File: src/rtl/exec_pkg.sv
// Shared definitions for the execute unit: default widths, opcode encodings
// and the control state enumeration.
package exec_pkg;

  localparam int DATA_W = 5;
  localparam int REG_AW = 1;

  localparam logic [2:0] OP_ADD = 3'b000;
  localparam logic [2:0] OP_SUB = 3'b001;
  localparam logic [2:0] OP_AND = 3'b010;
  localparam logic [2:0] OP_OR  = 3'b011;
  localparam logic [2:0] OP_SLT = 3'b100;
  localparam logic [2:0] OP_MUL = 3'b101;
  localparam logic [2:0] OP_SRL = 3'b110;
  localparam logic [2:0] OP_ILL = 3'b111;

  typedef enum logic [1:0] {
    ST_IDLE = 2'd0,
    ST_EXEC = 2'd1,
    ST_MUL  = 2'd2,
    ST_WB   = 2'd3
  } exec_state_e;

endpackage

File: src/rtl/alu_core.sv
// Combinational single-cycle ALU. MUL is produced by the sequential
// multiplier in execute_unit, so here it yields zero without flagging illegal.
module alu_core #(
  parameter int DATA_W = exec_pkg::DATA_W
) (
  input  logic [2:0]        alu_op,
  input  logic [DATA_W-1:0] operand_a,
  input  logic [DATA_W-1:0] operand_b,
  output logic [DATA_W-1:0] alu_result,
  output logic              alu_overflow,
  output logic              alu_illegal
);
  import exec_pkg::*;

  localparam int MSB = DATA_W - 1;

  logic [DATA_W-1:0] sum;
  logic [DATA_W-1:0] diff;
  logic [2:0]        shamt;

  always_comb begin
    sum          = operand_a + operand_b;
    diff         = operand_a - operand_b;
    shamt        = operand_b[2:0];
    alu_result   = '0;
    alu_overflow = 1'b0;
    alu_illegal  = 1'b0;
    case (alu_op)
      OP_ADD: begin
        alu_result   = sum;
        alu_overflow = (operand_a[MSB] == operand_b[MSB]) && (sum[MSB] != operand_a[MSB]);
      end
      OP_SUB: begin
        alu_result   = diff;
        alu_overflow = (operand_a[MSB] != operand_b[MSB]) && (diff[MSB] != operand_a[MSB]);
      end
      OP_AND: alu_result = operand_a & operand_b;
      OP_OR:  alu_result = operand_a | operand_b;
      OP_SLT: alu_result = DATA_W'($signed(operand_a) < $signed(operand_b));
      OP_SRL: begin
        // Shift amounts past the word width drain every bit out.
        if (int'(shamt) >= DATA_W) alu_result = '0;
        else                       alu_result = operand_a >> shamt;
      end
      OP_MUL: alu_result = '0;
      default: alu_illegal = 1'b1;
    endcase
  end

endmodule

File: src/rtl/execute_unit.sv
// Multi-cycle execute stage: latches an operation on start, runs it through
// the ALU (one cycle) or a shift-add multiplier, then issues one writeback.
module execute_unit #(
  parameter int DATA_W = exec_pkg::DATA_W,
  parameter int REG_AW = exec_pkg::REG_AW
) (
  input  logic              clk,
  input  logic              reset,
  input  logic              start,
  input  logic [2:0]        alu_op,
  input  logic [DATA_W-1:0] operand_a,
  input  logic [DATA_W-1:0] operand_b,
  input  logic [REG_AW-1:0] dest_reg,
  output logic              busy,
  output logic              done,
  output logic [DATA_W-1:0] result,
  output logic              zero,
  output logic              overflow,
  output logic              illegal,
  output logic              reg_write,
  output logic [REG_AW-1:0] write_register,
  output logic [DATA_W-1:0] write_data,
  output logic [1:0]        dbg_state
);
  import exec_pkg::*;

  // Handshake: start is a request accepted only while busy is low; done is
  // a single-cycle completion strobe coinciding with the register-file write.

  localparam int CNT_W = $clog2(DATA_W + 1);

  exec_state_e       state_q, state_d;
  logic [DATA_W-1:0] a_q, a_d, b_q, b_d;
  logic [2:0]        op_q, op_d;
  logic [REG_AW-1:0] dest_q, dest_d;
  logic [CNT_W-1:0]  cnt_q, cnt_d;
  logic [DATA_W-1:0] acc_q, acc_d;
  logic [DATA_W-1:0] result_q, result_d;
  logic              zero_q, zero_d;
  logic              ovf_q, ovf_d;
  logic              ill_q, ill_d;

  logic [DATA_W-1:0] alu_result;
  logic              alu_overflow;
  logic              alu_illegal;
  logic [DATA_W-1:0] b_shr;
  logic [DATA_W-1:0] partial;

  alu_core #(.DATA_W(DATA_W)) u_alu_core (
    .alu_op      (op_q),
    .operand_a   (a_q),
    .operand_b   (b_q),
    .alu_result  (alu_result),
    .alu_overflow(alu_overflow),
    .alu_illegal (alu_illegal)
  );

  always_comb begin
    state_d  = state_q;
    a_d      = a_q;
    b_d      = b_q;
    op_d     = op_q;
    dest_d   = dest_q;
    cnt_d    = cnt_q;
    acc_d    = acc_q;
    result_d = result_q;
    zero_d   = zero_q;
    ovf_d    = ovf_q;
    ill_d    = ill_q;
    // Partial product for multiplier bit cnt_q; only low DATA_W bits matter.
    b_shr    = b_q >> cnt_q;
    partial  = b_shr[0] ? (a_q << cnt_q) : '0;
    case (state_q)
      ST_IDLE: begin
        if (start) begin
          a_d     = operand_a;
          b_d     = operand_b;
          op_d    = alu_op;
          dest_d  = dest_reg;
          cnt_d   = '0;
          acc_d   = '0;
          state_d = (alu_op == OP_MUL) ? ST_MUL : ST_EXEC;
        end
      end
      ST_EXEC: begin
        result_d = alu_result;
        zero_d   = (alu_result == '0);
        ovf_d    = alu_overflow;
        ill_d    = alu_illegal;
        state_d  = ST_WB;
      end
      ST_MUL: begin
        // DATA_W accumulate cycles, then one cycle to commit the product.
        if (cnt_q == CNT_W'(DATA_W)) begin
          result_d = acc_q;
          zero_d   = (acc_q == '0);
          ovf_d    = 1'b0;
          ill_d    = 1'b0;
          state_d  = ST_WB;
        end else begin
          acc_d = acc_q + partial;
          cnt_d = cnt_q + 1'b1;
        end
      end
      ST_WB:   state_d = ST_IDLE;
      default: state_d = ST_IDLE;
    endcase
  end

  always_ff @(posedge clk) begin
    if (reset) begin
      state_q  <= ST_IDLE;
      a_q      <= '0;
      b_q      <= '0;
      op_q     <= OP_ADD;
      dest_q   <= '0;
      cnt_q    <= '0;
      acc_q    <= '0;
      result_q <= '0;
      zero_q   <= 1'b1;
      ovf_q    <= 1'b0;
      ill_q    <= 1'b0;
    end else begin
      state_q  <= state_d;
      a_q      <= a_d;
      b_q      <= b_d;
      op_q     <= op_d;
      dest_q   <= dest_d;
      cnt_q    <= cnt_d;
      acc_q    <= acc_d;
      result_q <= result_d;
      zero_q   <= zero_d;
      ovf_q    <= ovf_d;
      ill_q    <= ill_d;
    end
  end

  assign busy           = (state_q != ST_IDLE);
  assign done           = (state_q == ST_WB);
  assign reg_write      = (state_q == ST_WB) && !ill_q;
  assign write_register = dest_q;
  assign write_data     = result_q;
  assign result         = result_q;
  assign zero           = zero_q;
  assign overflow       = ovf_q;
  assign illegal        = ill_q;
  assign dbg_state      = state_q;

endmodule

File: config.mk
export PLATFORM = sky130hd
export DESIGN_NAME = execute_unit
export DESIGN_NICKNAME = d
export VERILOG_FILES = /design/src/rtl/exec_pkg.sv /design/src/rtl/alu_core.sv /design/src/rtl/execute_unit.sv
export SDC_FILE = /design/constraint.sdc
export NUM_CORES = 1
export LEC_CHECK = 0
export ABC_AREA = 1
export BUFFER_PORTS_ARGS = -buffer_cell sky130_fd_sc_hd__buf_2
export CORE_MARGIN = 1
export CORE_UTILIZATION = 63
export CTS_CLUSTER_SIZE = 16
export DETAILED_ROUTE_END_ITERATION = 10
export PLACE_DENSITY = 0.86
export SYNTH_ARGS = -nofsm -noshare
export SYNTH_HDL_FRONTEND = slang
export SYNTH_HIERARCHICAL = 1
export SYNTH_SLANG_ARGS = --single-unit
File: constraint.sdc
create_clock -name clk -period 7.3 [get_ports clk]
set_clock_uncertainty 0.2 [all_clocks]
set_input_delay 1.095 -clock clk [delete_from_list [all_inputs] [get_ports clk]]
set_output_delay 1.095 -clock clk [all_outputs]
set_load 0.1 [all_outputs]
# After elaboration in Yosys (flattened, before gate mapping)
# Index checks and enable logic that the tools add are counted.
# word_totals
output_inout_bits	19
register_bits	32
word_cells	78
inputBits	17
# op_classes
shift	3
n_reduce_logical	16
eq_ne	18
addsub	4
n_mux	22
n_bitwise	2
magnitude_cmp	2
# ops
op	count
5-bit one-hot mux with 6 select lines	1
5-bit two-way mux	5
5-bit one-hot mux with 2 select lines	2
3-bit equality test (second input constant)	5
5-bit adder	2
5-bit zero test	2
1-bit one-hot mux with 2 select lines	4
2-bit one-hot mux with 4 select lines	1
7-bit OR reduction	1
3-bit by 2-bit equality test with 1-bit output (second input constant)	2
2-bit two-way mux	3
3-bit two-way mux	2
2-bit inequality test (second input constant)	3
3-bit one-hot mux with 2 select lines	1
2-bit AND reduction	3
2-bit nonzero test	3
5-bit bitwise AND	1
5-bit less-than comparator	1
5-bit bitwise OR	1
5-bit by 3-bit left shift with 5-bit output	1
5-bit by 3-bit right shift with 1-bit output	1
5-bit by 3-bit right shift with 5-bit output	1
5-bit subtractor	1
2-bit equality test (second input constant)	2
other kinds (12)	18

# Longest topological paths before layout
# depth
ltp_word	5
mapped_depth	21

# Cells and area by module
# The synthesis kept the hierarchy.
# modules_own_cells
mod	cells_per_inst	area_per_inst_um2	n_inst	seq_area_each_um2
execute_unit	246	1783.0	1	640.6
alu_core	152	828.3	1	0.0

# Worst setup path before layout
# OpenSTA, ideal clock, no wires.
# synth_path
path_type	register to output
start	register state_q[1], in the netlist dbg_state[1]
end	output reg_write
arrival_ns	3.299
setup_slack_ns	2.706
required_ns	6.005
path_stages_with_launch	4
path_cell_list	dfxtp_1 -> ha_1 -> inv_1 -> nor2_1
# synth_between
elab_chain_len	2
# synth_lines
item	line	rtl
from (decl)	execute_unit.sv:32	exec_state_e state_q, state_d;
from (signal assigned)	execute_unit.sv:124	state_q <= state_d;
2-bit equality test	-	
via done	execute_unit.sv:15	output logic done,
1-bit logical AND	execute_unit.sv:140	assign reg_write = (state_q == ST_WB) && !ill_q;
to (decl)	execute_unit.sv:20	output logic reg_write,
# The timed path passes the listed nets, and every way through them passes these cells.

# Worst setup path in the final report
# layout_path
start	register state_q[0], in the netlist dbg_state[0]
end	output busy
# layout_between
elab_chain_len	1
# layout_lines
item	line	rtl
2-bit nonzero test	execute_unit.sv:138	assign busy = (state_q != ST_IDLE);
to (decl)	execute_unit.sv:14	output logic busy,
# Every way passes these cells.

==> flow_summary.toml <==
[yosys]
synth_most_common_cell = "nand2_1"
yosysUniqueCellTypes = 34
yosys_warnings = 6
synth_ff_type = "dfxtp_1"
synth-async-reset-ratio = 0
synth_area_leaders = "dfxtp_1 25%, ha_1 12%, nand2_1 11%"
synth_nets = 443
synth.avg_cell_area_um2 = 6.56
synth_edf_count = 0
synthesis.area_mm2 = 0.00261
synth_top_area_frac = 0.245
ys_seq_elements = 32
synth_cells = 398
yosysSeqAreaShare = 0.245
synth_top_area_cell = "dfxtp_1"
synthTopCellsByCount = "75 x nand2_1, 53 x inv_1, 48 x nor2_1"

[sta]
hold_viol_final = 0
relSlewSlack = 0.589
finalSetupViolations = 0
post-route-min-period_ps = 2810
fmax_mhz = 356
slew_viol_final = 0
rsz0062_at_grt = "no"
worst_slew_pin_slew_ps = 616
min_period_over_period = 0.385
tns_ps = 0

[cells_and_area]
seq_area_um2 = 641
drive_gt1_frac = 0.139
syn_to_final_growth_pct = 8.72
finalNetCount = 468
multiInputGateArea_mm2 = 0.00162
final_area_mm2 = 0.00284
nFillCells = 357
antenna_cells = 0

[clock_tree]
post_cts_buffers = 0
clockBufferDepth = 2
cts_resized = 0
clock-sinks = 32
clk_latency_ps = 290
cts-htree-levels = 2
tritoncts = "done"
hold_buffers = 0
numCtsBuffers = 5
ctsRootBufferMaster = "clkbuf_8"
clk_pin_slew_ps = 70

[routing]
first_pass_iters = 6
drc = 0
routed-via-count = 2695
wire_per_inst_um = 13.2
viasPerCell = 5.69
drt_iter0_drc = 178
drt-total-wl_um = 6280
postRouteAntennaNets = 0

[worst_setup_path]
cpLargestDelayFamily = "buffers and inverters"
critical_path.cell_chain = "inv_1, ha_1, inv_1, buf_2"
cp_data_required_time_ps = 6000
crit_path_frequent_cell = "inv_1"
cp-end-kind = "primary output"
crit_buf_inv = 3
criticalPathCategory = "reg -> out"
worstSetupStartpointType = "flop"
path_max_fanout = 4
slowest_stage = "buf_2"
slowest_delay_ps = 410
arrival_ps = 1510

[floorplan]
die_w_um = 66.4
die_h_um = 66.4
num_rows = 23
die_area_mm2 = 0.00441
io_pins = 36
core_mm2 = 0.00400
start_util = 0.653

[place]
place_area_mm2 = 0.00273
gp_congestion = 0.925
port_buffers = 35
hpwl_um = 4770

[grt]
overflow = 0
grt_max_degree = 22
grt_pass1_wl_um = 10100
antenna_found_initial = 0
grt_usage = 0.306
grt_pass1_vias = 2320

[pwr]
p_leak_uw = 0.00138
p_total_uw = 1260
power.density_mw_per_mm2 = 444
ir_worst_vdd_mv = 0.363

[status]
status = "finished clean"

[min_path]
hold_class = "reg -> reg"

[flow_run]
maxCapViolCount = 0
## final cells by class
cell class / count / share of cell area
Tap cell: 50 / 0.0220
Inverter: 59 / 0.0807
Clock buffer: 6 / 0.0256
Timing Repair Buffer: 35 / 0.0617
Multi-Input combinational cell: 290 / 0.572
Sequential cell: 32 / 0.226
Clock inverter: 2 / 0.0123
## registers in the layout, indices dropped and copies added (netlist names)
register,cells
b_q,5
result,5
acc_q,5
op_q,3
zero,1
dbg_state,2
cnt_q,3
a_q,5
overflow,1
illegal,1
write_register,1
## final timing paths
kind	startpoint	end	slack (ps)	cells after the start
hold / removal	overflow	overflow	260	2
hold reg to reg	overflow	overflow	260	2
setup reg to reg	cnt_q[0]	acc_q[4]	4490	20
setup / recovery	dbg_state[0]	busy	4490	4
## per-layer routing
metal  GRT usage  share of wire
met3      0.0534          0.083
met1       0.391           0.44
met4       0.144          0.027
met2       0.495           0.45
met5           0              0
## worst reg2reg max path: stages, from the launching register on
cell and delay, ps:
dfxtp_1 590, inv_4 100, nand2_1 70, nand3_1 60, nand2_1 90, nand2_2 70, nor2_1 80, inv_1 50
nor3_1 130, ha_1 190, inv_1 50, fa_1 350, inv_1 100, nand3_1 100, nand2_1 80, nand2_1 50
nand2_1 70, inv_1 40, nand3_1 70, nand3_1 70, a21oi_1 120
## power by group
part | leakage, uW | total, uW | switching [uW] | internal, uW
combinational | 0.00106 | 807 | 595 | 212
clock | 0.0000552 | 166 | 65.2 | 101
sequential | 0.000263 | 287 | 67.1 | 219
## cells by family after synthesis
logic type	Yosys count	share of synthesized area
simple gates	178	0.295
compound gates	83	0.181
flops	32	0.245
xor+xnor	1	0.00335
buf+inv	76	0.133
fa+ha+maj	28	0.143
## metrics by stage
| stage | setup slack, ps | cells | hold WS (ps) | util |
|---|---|---|---|---|
| 6_report | 4490 | 474 | 257 | 0.710 |
| 5_1_grt | 4110 | 474 | 293 | 0.710 |
| 4_1_cts | 4480 | 474 | 259 | 0.710 |
| 3_5_place_dp | 4570 | 466 | 249 | 0.683 |
| 3_3_place_gp | 4630 | 466 | 248 | 0.683 |
| 2_1_floorplan | 2710 | 398 | 260 | - |
## placed cells by master (no fill, tap or decap), drive strengths merged, types with 2 or more instances in the layout
cell,synthesis,routed
clkbuf,5,6
nand2,79,79
fa,3,3
a21oi,32,32
o211ai,2,2
inv,59,59
buf,12,35
nand4,7,7
nor3,3,3
nor4,2,2
nor2,50,50
a31oi,4,4
ha,25,25
a211oi,3,3
nand3,37,37
o21ai,38,38
dfxtp,32,32
Note: power is estimated with default switching activity, not from simulation.
